`config.mk`:
```
export PLATFORM = sky130hd
export DESIGN_NAME = sudoku_grid_loader_flat
export DESIGN_NICKNAME = d
export VERILOG_FILES = /design/src/rtl/sudoku_grid_loader_if.sv /design/src/rtl/sudoku_grid_loader.sv /design/src/flat_wrapper.sv
export SDC_FILE = /design/constraint.sdc
export NUM_CORES = 1
export LEC_CHECK = 0
export CAP_MARGIN = 20
export CORE_MARGIN = 2
export CORE_UTILIZATION = 36
export CTS_CLUSTER_DIAMETER = 100
export DETAILED_ROUTE_END_ITERATION = 16
export PLACE_DENSITY = 0.54
export SLEW_MARGIN = 5
export SYNTH_ARGS = -nofsm -noshare
export SYNTH_HDL_FRONTEND = slang
export SYNTH_SLANG_ARGS = --single-unit
```
`constraint.sdc`:
```
create_clock -name board_clk -period 8.75 [get_ports board_clk]
set_input_delay 2.625 -clock board_clk [delete_from_list [all_inputs] [get_ports board_clk]]
set_output_delay 2.625 -clock board_clk [all_outputs]
set_load 0.01 [all_outputs]
```
`src/rtl/sudoku_grid_loader_if.sv`:
```
// ============================================================================
// Module  : sudoku_grid_loader_if
// Purpose : Grid RAM port and solver req/ack handoff between loader and solver.
// Revision: 1.0
// ============================================================================
`default_nettype none

interface sudoku_grid_loader_if #(
    parameter int ADDR_W = 7
) ();
    logic              MemWe;
    logic [ADDR_W-1:0] MemAddr;
    logic [3:0]        MemWData;
    logic [3:0]        MemRData;
    logic              SolveReq;
    logic              SolveAck;

    modport master (
        output MemWe, MemAddr, MemWData, SolveReq,
        input  MemRData, SolveAck
    );

    modport slave (
        input  MemWe, MemAddr, MemWData, SolveReq,
        output MemRData, SolveAck
    );
endinterface

`default_nettype wire

```
`src/rtl/sudoku_grid_loader.sv`:
```
// ============================================================================
// Module  : sudoku_grid_loader
// Purpose : Button-driven cursor/cell writer for the 81-cell puzzle RAM with
//           solver handoff.
// Revision: 1.0
// ============================================================================
`default_nettype none

module sudoku_grid_loader #(
    parameter int N      = 9,
    parameter int CELLS  = 81,
    parameter int ADDR_W = 7
) (
    input  wire logic       board_clk,
    input  wire logic       Reset,
    input  wire logic       Prev,
    input  wire logic       Next,
    input  wire logic       Enter,
    input  wire logic       Start,
    input  wire logic [3:0] InputValue,
    output logic      [3:0] Row,
    output logic      [3:0] Col,
    output logic      [3:0] CurValue,
    output logic            Busy,
    output logic            Err,
    sudoku_grid_loader_if.master bus
);

    localparam logic [2:0] ST_CLEAR   = 3'd0;
    localparam logic [2:0] ST_EDIT    = 3'd1;
    localparam logic [2:0] ST_WRITE   = 3'd2;
    localparam logic [2:0] ST_HANDOFF = 3'd3;
    localparam logic [2:0] ST_LOCKED  = 3'd4;

    localparam logic [3:0]        LAST_IDX  = 4'(N - 1);
    localparam logic [3:0]        MAX_DIGIT = 4'(N);
    localparam logic [ADDR_W-1:0] LAST_CELL = ADDR_W'(CELLS - 1);

    logic [2:0]        state;
    logic [ADDR_W-1:0] clr_cnt;
    logic [3:0]        wr_val;
    logic [3:0]        fwd_row, fwd_col, bwd_row, bwd_col;
    logic [3:0]        nxt_row, nxt_col;

    function automatic logic [ADDR_W-1:0] cell_addr(input logic [3:0] r, input logic [3:0] c);
        return ADDR_W'(r) * ADDR_W'(N) + ADDR_W'(c);
    endfunction

    always_comb begin
        fwd_row = Row;
        fwd_col = Col + 4'd1;
        if (Col == LAST_IDX) begin
            fwd_col = 4'd0;
            fwd_row = (Row == LAST_IDX) ? 4'd0 : Row + 4'd1;
        end
        bwd_row = Row;
        bwd_col = Col - 4'd1;
        if (Col == 4'd0) begin
            bwd_col = LAST_IDX;
            bwd_row = (Row == 4'd0) ? LAST_IDX : Row - 4'd1;
        end
    end

    // Cursor next-state; Start and Enter outrank movement in EDIT.
    always_comb begin
        nxt_row = Row;
        nxt_col = Col;
        case (state)
            ST_EDIT: begin
                if (!Start && !Enter) begin
                    if (Next) begin
                        nxt_row = fwd_row;
                        nxt_col = fwd_col;
                    end else if (Prev) begin
                        nxt_row = bwd_row;
                        nxt_col = bwd_col;
                    end
                end
            end
            ST_WRITE: begin
                nxt_row = fwd_row;
                nxt_col = fwd_col;
            end
            ST_LOCKED: begin
                if (Start) begin
                    nxt_row = 4'd0;
                    nxt_col = 4'd0;
                end
            end
            default: ;
        endcase
    end

    always_ff @(posedge board_clk or posedge Reset) begin
        if (Reset) begin
            state        <= ST_CLEAR;
            clr_cnt      <= '0;
            wr_val       <= 4'd0;
            Row          <= 4'd0;
            Col          <= 4'd0;
            CurValue     <= 4'd0;
            Busy         <= 1'b1;
            Err          <= 1'b0;
            bus.MemWe    <= 1'b0;
            bus.MemAddr  <= '0;
            bus.MemWData <= 4'd0;
            bus.SolveReq <= 1'b0;
        end else begin
            Row <= nxt_row;
            Col <= nxt_col;
            case (state)
                ST_CLEAR: begin
                    bus.MemWe    <= 1'b1;
                    bus.MemAddr  <= clr_cnt;
                    bus.MemWData <= 4'd0;
                    Busy         <= 1'b1;
                    if (clr_cnt == LAST_CELL) begin
                        clr_cnt <= '0;
                        state   <= ST_EDIT;
                    end else begin
                        clr_cnt <= clr_cnt + 1'b1;
                    end
                end
                ST_EDIT: begin
                    // Address follows the new cursor so CurValue lags it by two cycles.
                    bus.MemWe   <= 1'b0;
                    bus.MemAddr <= cell_addr(nxt_row, nxt_col);
                    CurValue    <= bus.MemRData;
                    Busy        <= 1'b0;
                    if (Start) begin
                        state <= ST_HANDOFF;
                    end else if (Enter) begin
                        if (InputValue <= MAX_DIGIT) begin
                            wr_val <= InputValue;
                            Err    <= 1'b0;
                            state  <= ST_WRITE;
                        end else begin
                            Err <= 1'b1;
                        end
                    end
                end
                ST_WRITE: begin
                    bus.MemWe    <= 1'b1;
                    bus.MemAddr  <= cell_addr(Row, Col);
                    bus.MemWData <= wr_val;
                    Busy         <= 1'b1;
                    state        <= ST_EDIT;
                end
                ST_HANDOFF: begin
                    bus.MemWe <= 1'b0;
                    Busy      <= 1'b1;
                    if (bus.SolveReq && bus.SolveAck) begin
                        bus.SolveReq <= 1'b0;
                        state        <= ST_LOCKED;
                    end else begin
                        bus.SolveReq <= 1'b1;
                    end
                end
                ST_LOCKED: begin
                    bus.MemWe <= 1'b0;
                    Busy      <= 1'b0;
                    if (Start) begin
                        clr_cnt <= '0;
                        state   <= ST_CLEAR;
                    end
                end
                default: state <= ST_CLEAR;
            endcase
        end
    end

endmodule

`default_nettype wire

```
`src/flat_wrapper.sv`:
```
// flat-port wrapper written by rule: the top's interface ports become plain ports
module sudoku_grid_loader_flat 
#(
    parameter int N      = 9,
    parameter int CELLS  = 81,
    parameter int ADDR_W = 7
)
  (board_clk, Reset, Prev, Next, Enter, Start, InputValue, Row, Col, CurValue, Busy, Err, bus_MemWe, bus_MemAddr, bus_MemWData, bus_SolveReq, bus_MemRData, bus_SolveAck);
  sudoku_grid_loader_if #(.ADDR_W(ADDR_W)) bus_i ();
  input  wire logic board_clk;
  input  wire logic Reset;
  input  wire logic Prev;
  input  wire logic Next;
  input  wire logic Enter;
  input  wire logic Start;
  input  wire logic [3:0] InputValue;
  output logic      [3:0] Row;
  output logic      [3:0] Col;
  output logic      [3:0] CurValue;
  output logic Busy;
  output logic Err;
  output wire logic [$bits(bus_i.MemWe)-1:0] bus_MemWe;
  output wire logic [$bits(bus_i.MemAddr)-1:0] bus_MemAddr;
  output wire logic [$bits(bus_i.MemWData)-1:0] bus_MemWData;
  output wire logic [$bits(bus_i.SolveReq)-1:0] bus_SolveReq;
  input wire logic [$bits(bus_i.MemRData)-1:0] bus_MemRData;
  input wire logic [$bits(bus_i.SolveAck)-1:0] bus_SolveAck;
  assign bus_MemWe = bus_i.MemWe;
  assign bus_MemAddr = bus_i.MemAddr;
  assign bus_MemWData = bus_i.MemWData;
  assign bus_SolveReq = bus_i.SolveReq;
  assign bus_i.MemRData = bus_MemRData;
  assign bus_i.SolveAck = bus_SolveAck;
  sudoku_grid_loader #(.N(N), .CELLS(CELLS), .ADDR_W(ADDR_W)) u_core (.board_clk(board_clk), .Reset(Reset), .Prev(Prev), .Next(Next), .Enter(Enter), .Start(Start), .InputValue(InputValue), .Row(Row), .Col(Col), .CurValue(CurValue), .Busy(Busy), .Err(Err), .bus(bus_i));
endmodule
```
# Word-level counts from Yosys, hierarchy flattened
# Cells that the tools add are included.
# W data, S select, Z words.
# word_totals
reg_bits	41
in_bits	15
out_inout_bits	27
# classes
addsub	7
n_mul	2
n_lt_le_gt_ge	1
n_eq_ne	12
muxes	32
bitwise	1
reduce_logical	20
# op_table
cell	count
$mux W4	14
$pmux W4 S3	2
$pmux W7 S3	1
$mux W3	6
$pmux W3 S5	1
$add A7 B4 Y7	2
$mul A4 B4 Y7 const B	2
$mux W7	2
$pmux W7 S2	1
$add A4 B1 Y4 const B	2
$eq A4 B4 Y1 const B	2
$logic_not A4 Y1	2
$pmux W4 S2	1
$reduce_bool A2 Y1	4
$sub A4 B1 Y4 const B	2
$add A7 B1 Y7 const B	1
$eq A7 B7 Y1 const B	1
$eq A3 B2 Y1 const B	2
$reduce_or A3 Y1	2
$reduce_and A5 Y1	1
$le A4 B4 Y1 const B	1
$ne A2 B1 Y1 const B	2
$pmux W1 S2	2
$reduce_and A4 Y1	1
other kinds (14)	18

# Depth between registers and ports, before layout
# Gate-level depths: netlist (run 1).
# depth
ltp_word	10
depth_mapped	18

# Worst setup path after synthesis (run 1)
# Ideal clock, no wire load.
# synth_path
path_kind	input to register
startpoint	in Prev
endpoint	reg u_core.bus.MemAddr[5]
arrival_time_ps	5356
required_ps	8614
path_slack_ps	3258
cell_stages	15
n_path_buf	1
path_cell_list	nor4bb_1 buf_2 nor2_1 o21ai_0 nand3b_1 a221o_1 ha_1 ha_1 fa_1 a21o_1 a21oi_1 xor2_1 a21oi_1 a21oi_1 a21oi_1
# synth_between
elab_chain_len	7
# synth_lines
element	line_no	rtl
start: declaration	flat_wrapper.sv:12	input wire logic Prev;
$mux W4	sudoku_grid_loader.sv:74	end else if (Prev) begin
$mux W4	sudoku_grid_loader.sv:71	if (Next) begin
$mux W4	sudoku_grid_loader.sv:70	if (!Start && !Enter) begin
$pmux W4 S3	sudoku_grid_loader.sv:68	case (state)
via u_core.nxt_row[1]	sudoku_grid_loader.sv:43	logic [3:0] nxt_row, nxt_col;
$mul A4 B4 Y7	sudoku_grid_loader.sv:46	return ADDR_W'(r) * ADDR_W'(N) + ADDR_W'(c);
$add A7 B4 Y7	sudoku_grid_loader.sv:46	
$pmux W7 S3	sudoku_grid_loader.sv:111	case (state)
end signal: assignment	sudoku_grid_loader.sv:114	bus.MemAddr <= clr_cnt;
end signal: assignment	sudoku_grid_loader.sv:127	bus.MemAddr <= cell_addr(nxt_row, nxt_col);
end signal: assignment	sudoku_grid_loader.sv:144	bus.MemAddr <= cell_addr(Row, Col);
end: declaration	sudoku_grid_loader_if.sv:19	output MemWe, MemAddr, MemWData, SolveReq,
# The timed path passes the listed nets, and every way through them passes these cells.
# A chain may end at the register's enable or synchronous reset.

# Worst setup path in the final report (run 1)
# Same ends and word-level chain as after synthesis.

==> results of run 1 <==
## worst max path at each step
stage / end / startpoint / depth (start not counted) / slack, ps
finish: u_core.bus.MemAddr[5] / Prev / 16 / 2550
global route: u_core.bus.MemAddr[5] / Prev / 16 / 2270
CTS: u_core.bus.MemAddr[5] / Prev / 15 / 2190
detailed placement: u_core.bus.MemAddr[5] / Prev / 15 / 1870
global placement: u_core.bus.MemAddr[5] / Prev / 15 / 2000
floorplan: u_core.bus.MemAddr[5] / Prev / 15 / 3260
## cell type report
cell class / instances / area (um2)
tap: 102 / 128
clock buffer: 5 / 68.8
sequential: 41 / 1030
fill: 807 / 4300
timing repair buffer: 45 / 438
clock inverter: 3 / 17.5
inverter: 19 / 71.3
multi-input combinational: 274 / 1760
## flip-flops by register name, indices dropped and copies added (netlist names)
name                 cells
u_core.Row               4
u_core.state             3
u_core.Err               1
u_core.bus.SolveReq      1
u_core.clr_cnt           7
u_core.Busy              1
u_core.bus.MemAddr       7
u_core.bus.MemWe         1
u_core.CurValue          4
u_core.bus.MemWData      4
u_core.Col               4
u_core.wr_val            4
## per-layer routing
layer	GRT usage	routed length, um
met5	0	0
met1	0.265	3760
met3	0.0281	312
met2	0.295	3580
met4	0.0664	100
## power by group
part           switching (uW)  total [uW]  leakage [uW]  internal (uW)
clock network            70.2         125     0.0000439           55.1
registers                 108         378      0.000518            270
logic                     411         746       0.00103            335
total                     589        1250       0.00159            660
## cell families (layout without fill, tap and decap cells)
logic type	after synthesis	in the layout	synth area share
mux	8	8	0.0286
fa+ha+maj	30	30	0.133
flops	41	41	0.350
buf+inv	36	72	0.0504
simple gates	123	123	0.197
xor+xnor	8	8	0.0239
compound gates	105	105	0.216
## per-stage QoR
| step | util | power, uW | cell area [um2] | hold WS, ps | cells |
|---|---|---|---|---|---|
| 3_5_place_dp | 0.438 | 1130 | 3420 | 462 | 480 |
| 6_report | 0.449 | 1250 | 3510 | 482 | 489 |
| 5_1_grt | 0.449 | 1380 | 3510 | 518 | 489 |
| 2_1_floorplan | - | 860 | 2930 | 466 | 351 |
| 3_3_place_gp | 0.438 | 1130 | 3420 | 463 | 480 |
| 4_1_cts | 0.449 | 1260 | 3500 | 493 | 488 |
## Yosys cell counts (6+ instances only)
master	n	area (um2)
o31ai_1	6	45.0
nor2_1	24	90.1
nand2b_1	6	37.5
o21ai_0	32	160
a21oi_1	33	165
nand2_1	54	203
ha_1	28	350
inv_1	19	71.3
nor3_1	6	30.0
nand3_1	8	40.0
clkbuf_1	11	41.3
dfrtp_1	40	1000
## placed cells by master (no fill, tap or decap), drive strengths merged, types with 3 or more instances in the layout
cell type       n
a21o            4
inv            19
and3            5
o22ai           3
clkbuf          6
a31oi           5
nand2          54
nor3            6
dfrtp          40
nand2b          6
buf             3
xnor2           3
o21ai          32
mux2i           5
nand3b          3
nand3           8
nor2           24
o31ai           6
o21bai          3
xor2            5
clkdlybuf4s50  41
a21oi          33
mux2            3
ha             28
nor2b           5
## worst min-delay path: cells and delay by family (launching register included)
family,cells,cell delay [ps]
AOI/OAI and AO/OA,1,60
and+or+nand+nor,1,40
DFF,1,350
==> metrics.md, run 1 <==
| Metric | Value |
|---|---|
| Status | `complete, no violations` |
| Grt total ovfl | `0` |
| Synth-to-layout area growth | `19.6%` |
| CORE AREA | `roughly 7800 um2` |
| Final WS setup | `about 2600 ps` |
| Clock latency on the worst-skew pair | `300 ps` |
| Synthesized flop and latch total | `between 40 and 50` |
| Antenna Cells | `0` |
| Syn Nets | `396` |
| Sequential element share of the synthesized area | `0.350` |
| Total Neg Setup Slack | `0 ps` |
| Vias/cell | `around 5.4` |
| Slowest Stage Delay on Critical Path | `between 500 and 600 ps` |
| Hold Path Origin | `u_core.Err` |
| R2r setup slk | `between 4000 and 5000 ps` |
| Worst Path Max Fanout | `8` |
| Post-synth ARST share | `1.00` |
| Layout cells sized above 1 | `0.0491` |
| Dpl ws | `between 1500 and 2000 ps` |
| Crit end category | `flip-flop` |
| Hold-fix buffers, CTS | `0` |
| Kind of cell adding the most delay to the critical path | `compound AO/OA/AOI/OAI gates` |
| CTS buffer count | `5` |
| Pin count of the biggest net entering global routing | `between 40 and 50` |
| Slowest CP cell | `clkdlybuf4s50_1` |
| H-tree depth | `2` |
| Fmax | `between 0.15 and 0.2 GHz` |
| CTS tree | `done` |
| Max Cap Viol | `0` |
| Final WL | `7750 um` |
| Yosys cell types | `53` |
| P per Cell Area | `356 nW/um2` |
| Avg Inst Size Synth | `8.35 um2` |
| Routability cong. | `0.880` |
| Global-route wire length before repair | `between 10,000 and 15,000 um` |
| Gr usage total | `0.189` |
| Post-DRT Antenna Nets | `0` |
| Port Buf Inserts | `41` |
| Synth Instances | `351` |
| Initial antenna violation count | `0` |
| Most used DFF post-synth | `dfrtp_1` |
| Drt pass-1 iters | `4` |
| Final hold vios | `0` |
| Root buffer cell | `clkbuf_8` |
| DIE HEIGHT | `approximately 94 um` |
| Setup Buffers After CTS | `0` |
| Worst path most repeated cell | `a21oi_1` |
| Fin crit share | `0.708` |
| Startpoint type of the worst setup path | `primary input` |
| Vias in the first global route | `approximately 2,600` |
| Vias post-DR | `around 2,600` |
| DRT iter0 DRCs | `129` |
| Max-slew violation count | `0` |
| Clock Tree Buf Depth | `2` |
| Slew headroom | `0.569` |
| Hold crit path type | `reg -> reg` |
| WP data arrival | `about 6400 ps` |
| Worst Clk Skew | `between 4 and 5 ps` |
| Worst ir drop on vdd | `about 0.14 mV` |
| CTS clk-pin slew, worst paths | `roughly 80 ps` |
| Worst Path Required | `between 8000 and 9000 ps` |
| R2R cell count | `15` |
| # DRC | `0` |
| Number of synthesized flops with an enable pin | `0` |
| Crit path buf inv count | `2` |
| Die X | `around 94 um` |
| Row cnt | `32` |
| Hold path depth | `2` |
| Tmin final | `6200 ps` |
| Synth Cell Area | `approximately 2900 um2` |
| Hold Path End | `u_core.Err` |
| IO Count | `42` |
| Final setup vio count | `0` |
| Avg WL per Cell | `15.9 um` |
| Worst-Margin Slew | `approximately 650 ps` |
| Worst r2r src | `u_core.state[0]` |
| Final #Nets | `~430` |
| P_leak | `approximately 0.0016 uW` |
| Total Die Area | `between 8000 and 9000 um2` |
| Crit path kind | `in -> reg` |
| Hpwl dp | `about 5700 um` |
| CTS resizes | `0` |
| Reg-to-Reg End | `u_core.bus.MemAddr[5]` |
| Synth Warn # | `0` |
| Initial core utilization | `0.375` |
| Worst path cell trace | `clkdlybuf4s50_1 > nor4bb_1 > clkbuf_2 > nor2_1 > o21ai_0 > nand3b_1 > a221o_1 > ha_1 > ha_1 > fa_1 > a21o_1 > a21oi_1 > xor2_1 > a21oi_1 > a21oi_1 > a21oi_1` |
| RSZ-0062 raised after global routing | `no` |
| Clock Sinks | `41` |
No activity file was read; power rests on OpenSTA's default activity.
==> inputs of run 2 (changes only) <==
==> constraint.sdc (replaced) <==
create_clock -name board_clk -period 6 [get_ports board_clk]
set_input_delay 1.8 -clock board_clk [delete_from_list [all_inputs] [get_ports board_clk]]
set_output_delay 1.8 -clock board_clk [all_outputs]
set_load 0.01 [all_outputs]
==> metrics.md, run 2 (synthesis gave the netlist of run 1 again) <==
| Metric | Value |
|---|---|
| Synth-to-layout area growth | `20.5%` |
| DRT iter0 DRCs | `84` |
| DIE HEIGHT | `between 90 and 100 um` |
| Avg WL per Cell | `about 16 um` |
| Vias/cell | `5.43` |
| Hold crit path type | `reg -> reg` |
| Antenna Cells | `0` |
| Row cnt | `32` |
| Worst Path Max Fanout | `8` |
| Port Buf Inserts | `a little over 40` |
| Worst path most repeated cell | `a21oi_1` |
| Root buffer cell | `clkbuf_8` |
| Kind of cell adding the most delay to the critical path | `compound AO/OA/AOI/OAI gates` |
| Worst Path Required | `between 6000 and 7000 ps` |
| Gr usage total | `0.193` |
| Total Neg Setup Slack | `0 ps` |
| Placed instance count | `between 400 and 500` |
| Post-DRT Antenna Nets | `0` |
| Slowest Stage Delay on Critical Path | `~570 ps` |
| Slowest CP cell | `clkdlybuf4s50_1` |
| P_leak | `0.00160 uW` |
| Seq pwr share | `0.294` |
| Final instance area | `around 3500 um2` |
| Clock latency on the worst-skew pair | `just under 300 ps` |
| Crit end category | `flip-flop` |
| Fin crit share | `0.862` |
| Min Hold Slack | `slightly below 500 ps` |
| CTS clk-pin slew, worst paths | `80 ps` |
| Global-route wire length before repair | `13,400 um` |
| Max-slew violation count | `0` |
| Tmin final | `between 5000 and 6000 ps` |
| Hpwl dp | `5750 um` |
| Core Util, Final | `0.452` |
| Crit path kind | `in -> reg` |
| Initial core utilization | `0.375` |
| Status | `complete, no violations` |
| Worst r2r src | `u_core.state[1]` |
| Fmax | `0.193 GHz` |
| Layout cells sized above 1 | `0.0564` |
| Worst Clk Skew | `3.35 ps` |
| Switch share | `0.472` |
| Hold Path Origin | `u_core.Err` |
| Setup Buffers After CTS | `0` |
| R2r setup slk | `1680 ps` |
| Hold-fix buffers, CTS | `0` |
| CTS tree | `done` |
| Total Die Area | `approximately 8900 um2` |
| P per Cell Area | `roughly 520 nW/um2` |
| Vias in the first global route | `2,578` |
| IO Count | `42` |
| Worst path cell trace | `clkdlybuf4s50_1 > or2_2 > o21ai_0 > nand3b_1 > a221o_1 > ha_1 > ha_1 > fa_1 > a21o_1 > a21oi_1 > xor2_1 > a21oi_1 > a21oi_1 > a21oi_1` |
| Final hold vios | `0` |
| Commonest non-fill, non-tap cell in the layout | `nand2_1` |
| CORE AREA | `7810 um2` |
| H-tree depth | `2` |
| CTS buffer count | `5` |
| # DRC | `0` |
| Grt total ovfl | `0` |
| RSZ-0062 raised after global routing | `no` |
| Final WL | `7900 um` |
| Clock Sinks | `41` |
| Routability cong. | `0.897` |
| Final #Nets | `approximately 430` |
| Die X | `between 90 and 100 um` |
| Vias post-DR | `2,671` |
| Reg-to-Reg End | `u_core.bus.MemAddr[5]` |
| WP data arrival | `roughly 5300 ps` |
| Hold path depth | `2` |
| CTS resizes | `0` |
| Sw Pwr | `~870 uW` |
| Hold Path End | `u_core.Err` |
| Biggest regs | `u_core.bus.MemAddr (7), u_core.clr_cnt (7)` |
| Drt pass-1 iters | `4` |
| Final setup vio count | `0` |
| Pin count of the biggest net entering global routing | `42` |
| Startpoint type of the worst setup path | `primary input` |
| R2R cell count | `16` |
| Worst ir drop on vdd | `0.212 mV` |
| Placed cell areas | `3450 um2` |
| Combinational share of power | `0.609` |
| Initial antenna violation count | `0` |
| Max Cap Viol | `0` |
| Fin cells | `a little under 500` |
| Slew headroom | `0.592` |
| P_int | `between 900 and 1000 uW` |
| Clock power share | `0.097` |
| Crit path buf inv count | `1` |
| Worst-Margin Slew | `a little over 600 ps` |
| Clock Tree Buf Depth | `2` |
| Commonest non-fill, non-tap cells in the layout | `54 x nand2_1, 41 x clkdlybuf4s50_1, 40 x dfrtp_1, 33 x a21oi_1, 32 x o21ai_0` |
[run 2: layout make-up]
class | instances | area [um2]
Clock buffer | 5 | 68.8
Clock inverter | 3 | 17.5
Fill cell | 812 | 4280
Inverter | 19 | 71.3
Multi-Input combinational cell | 274 | 1760
Sequential cell | 41 | 1030
Tap cell | 102 | 128
Timing Repair Buffer | 48 | 463
[run 2: worst max path at each step]
stage | start | to | slack (ps) | depth (start not counted)
after floorplan | Prev | u_core.bus.MemAddr[5] | 1330 | 15
after global placement | Start | u_core.bus.MemAddr[5] | 620 | 14
after detailed placement | Start | u_core.bus.MemAddr[5] | 550 | 14
after CTS | Start | u_core.bus.MemAddr[5] | 840 | 14
after global routing | Prev | u_core.bus.MemAddr[4] | 650 | 15
final | Start | u_core.bus.MemAddr[5] | 830 | 14
[run 2: worst min-delay path, cell delays in order (launching register included)]
cell and delay (ps):
dfrtp_1 350, nand2_1 40, o21ai_0 60
[run 2: routing by layer]
layer / vias up / wire length, um / global-route usage
met5: - / 0 / 0
met3: 8 / 316 / 0.0305
met1: 1267 / 3960 / 0.280
met4: 0 / 96 / 0.0556
li1: 1329 / - / -
met2: 67 / 3520 / 0.295
[run 2: through the flow]
step | setup slack, ps | power, uW
detailed placement | 548 | 1660
floorplan | 1330 | 1250
finish | 826 | 1840
global route | 645 | 2030
CTS | 844 | 1860
global placement | 617 | 1660
[run 2: power by group through the flow]
stage / registers [uW] / logic, uW / clock network, uW
after floorplan: 514 / 741 / 0
after global placement: 547 / 1110 / 0
after detailed placement: 545 / 1120 / 0
after CTS: 542 / 1130 / 188
after global routing: 563 / 1270 / 200
final: 542 / 1120 / 179
==> inputs of run 3 (changes only) <==
--- a/config.mk
+++ b/config.mk
@@ -10,7 +10,7 @@
 export CORE_UTILIZATION = 36
 export CTS_CLUSTER_DIAMETER = 100
 export DETAILED_ROUTE_END_ITERATION = 16
-export PLACE_DENSITY = 0.54
+export PLACE_DENSITY = 0.59
 export SLEW_MARGIN = 5
 export SYNTH_ARGS = -nofsm -noshare
 export SYNTH_HDL_FRONTEND = slang
==> metrics.md, run 3 (synthesis gave the netlist of run 1 again) <==
| Metric | Value |
|---|---|
| DRT iter0 DRCs | `121` |
| RSZ-0062 raised after global routing | `no` |
| Seq pwr share | `0.285` |
| R2r setup slk | `~1800 ps` |
| Pin count of the biggest net entering global routing | `42` |
| IO Count | `42` |
| Port Buf Inserts | `41` |
| Initial core utilization | `0.375` |
| Grt total ovfl | `0` |
| Status | `complete, no violations` |
| Vias/cell | `~5.4` |
| Fin crit share | `0.872` |
| CTS buffer count | `5` |
| Clock Tree Buf Depth | `2` |
| Crit path kind | `in -> reg` |
| Switch share | `0.464` |
| Synth-to-layout area growth | `20.9%` |
| Total Neg Setup Slack | `0 ps` |
| Crit path buf inv count | `2` |
| H-tree depth | `2` |
| Max Cap Viol | `0` |
| Pwr Total | `roughly 1900 uW` |
| Startpoint type of the worst setup path | `primary input` |
| Layout cells sized above 1 | `0.0540` |
| Slowest Stage Delay on Critical Path | `roughly 620 ps` |
| Vias in the first global route | `about 2,500` |
| Post-DRT Antenna Nets | `0` |
| Commonest non-fill, non-tap cell in the layout | `nand2_1` |
| Final WL | `roughly 7600 um` |
| P per Cell Area | `about 530 nW/um2` |
| Avg WL per Cell | `about 15 um` |
| Root buffer cell | `clkbuf_8` |
| Die X | `94.2 um` |
| Biggest regs | `u_core.bus.MemAddr (7), u_core.clr_cnt (7)` |
| Combinational share of power | `0.604` |
| Clock power share | `0.111` |
| Worst Clk Skew | `roughly 13 ps` |
| Gr usage total | `0.182` |
| Total Die Area | `between 8000 and 9000 um2` |
| Hold-fix buffers, CTS | `0` |
| Setup Buffers After CTS | `0` |
| Fill cell count | `between 700 and 800` |
| Placed instance count | `483` |
| Worst Path Max Fanout | `9` |
| Hold crit path type | `reg -> reg` |
| Final hold vios | `0` |
| Worst Path Required | `6170 ps` |
| Crit end category | `flip-flop` |
| Clock Sinks | `41` |
| Slowest CP cell | `clkdlybuf4s50_1` |
| Fmax | `~0.19 GHz` |
| # DRC | `0` |
| Sw Pwr | `between 800 and 900 uW` |
| Worst path cell trace | `clkdlybuf4s50_1 > nor2_1 > buf_4 > a31oi_1 > nor2_1 > nand2_1 > nand3b_1 > a221o_1 > ha_1 > ha_1 > fa_1 > a21o_1 > a21oi_1 > xor2_1 > a21oi_1 > a21oi_1 > a21oi_1` |
| Commonest non-fill, non-tap cells in the layout | `54 x nand2_1, 41 x clkdlybuf4s50_1, 40 x dfrtp_1, 33 x a21oi_1, 32 x o21ai_0` |
| WP data arrival | `5400 ps` |
| Worst-Margin Slew | `624 ps` |
| Tmin final | `roughly 5200 ps` |
| DIE HEIGHT | `between 90 and 100 um` |
| CTS tree | `done` |
| Antenna Cells | `0` |
| CTS resizes | `0` |
| Fin cells | `approximately 490` |
| Max-slew violation count | `0` |
| Initial antenna violation count | `0` |
| Slew headroom | `0.581` |
| P_leak | `0.00161 uW` |
| Final #Nets | `433` |
| Row cnt | `32` |
| Worst path most repeated cell | `a21oi_1` |
| Hpwl dp | `between 5000 and 6000 um` |
| Global-route wire length before repair | `about 13,000 um` |
| Placed cell areas | `~3400 um2` |
| Kind of cell adding the most delay to the critical path | `compound AO/OA/AOI/OAI gates` |
| Clock latency on the worst-skew pair | `~300 ps` |
| CTS clk-pin slew, worst paths | `80 ps` |
| Vias post-DR | `2,640` |
| Final instance area | `3540 um2` |
| Drt pass-1 iters | `4` |
| Routability cong. | `approximately 0.92` |
| Core Util, Final | `0.454` |
| Final setup vio count | `0` |
| Worst ir drop on vdd | `0.191 mV` |
| P_int | `997 uW` |
| CORE AREA | `between 7000 and 8000 um2` |
-- run 3: worst paths after layout --
kind                                         start               endpoint  cells after the start
max in group asynchronous                    Reset          u_core.Col[3]                      3
worst max-delay path                         Start  u_core.bus.MemAddr[5]                     17
min in group asynchronous                    Reset      u_core.clr_cnt[0]                      3
worst min-delay path            u_core.CurValue[0]     u_core.CurValue[0]                      2
worst min register to register  u_core.CurValue[0]     u_core.CurValue[0]                      2
worst max register to register     u_core.state[1]  u_core.bus.MemAddr[5]                     16
-- run 3: through the flow --
step	setup WS, ps	hold slack [ps]
final	769	482
after global routing	504	503
after CTS	820	486
after detailed placement	499	463
after global placement	559	459
after floorplan	1330	466
-- run 3: layout make-up --
class / count / area (um2) / share of cell area
multi-input combinational: 274 / 1760 / 0.496
sequential: 41 / 1030 / 0.290
timing repair buffer: 47 / 455 / 0.129
tap: 102 / 128 / 0.0360
clock buffer: 7 / 96.3 / 0.0272
inverter: 19 / 71.3 / 0.0201
clock inverter: 1 / 8.76 / 0.00247
-- run 3: worst reg2reg max path, cell delays in order (launching register included) --
cell and delay, ps:
dfrtp_1 460, buf_4 250, nor2b_1 470, inv_1 130, a21oi_1 150, a31oi_1 130
nand3b_1 270, a221o_1 410, ha_1 320, ha_1 220, fa_1 460, a21o_1 200
a21oi_1 160, xor2_1 170, a21oi_1 80, a21oi_1 140, a21oi_1 80
-- run 3: routing by layer --
metal	up-vias	wire length, um	share of wire	GRT usage
met5	-	0	0	0
met4	0	161	0.021	0.0688
met3	12	307	0.041	0.0257
met2	62	3400	0.45	0.275
met1	1240	3700	0.49	0.263
li1	1326	-	-	-
-- run 3: power by group through the flow --
stage / registers (uW) / clock network [uW] / logic, uW
2_1_floorplan: 514 / 0 / 741
3_3_place_gp: 537 / 0 / 1110
3_5_place_dp: 535 / 0 / 1120
4_1_cts: 531 / 216 / 1130
5_1_grt: 550 / 229 / 1270
6_report: 531 / 206 / 1120
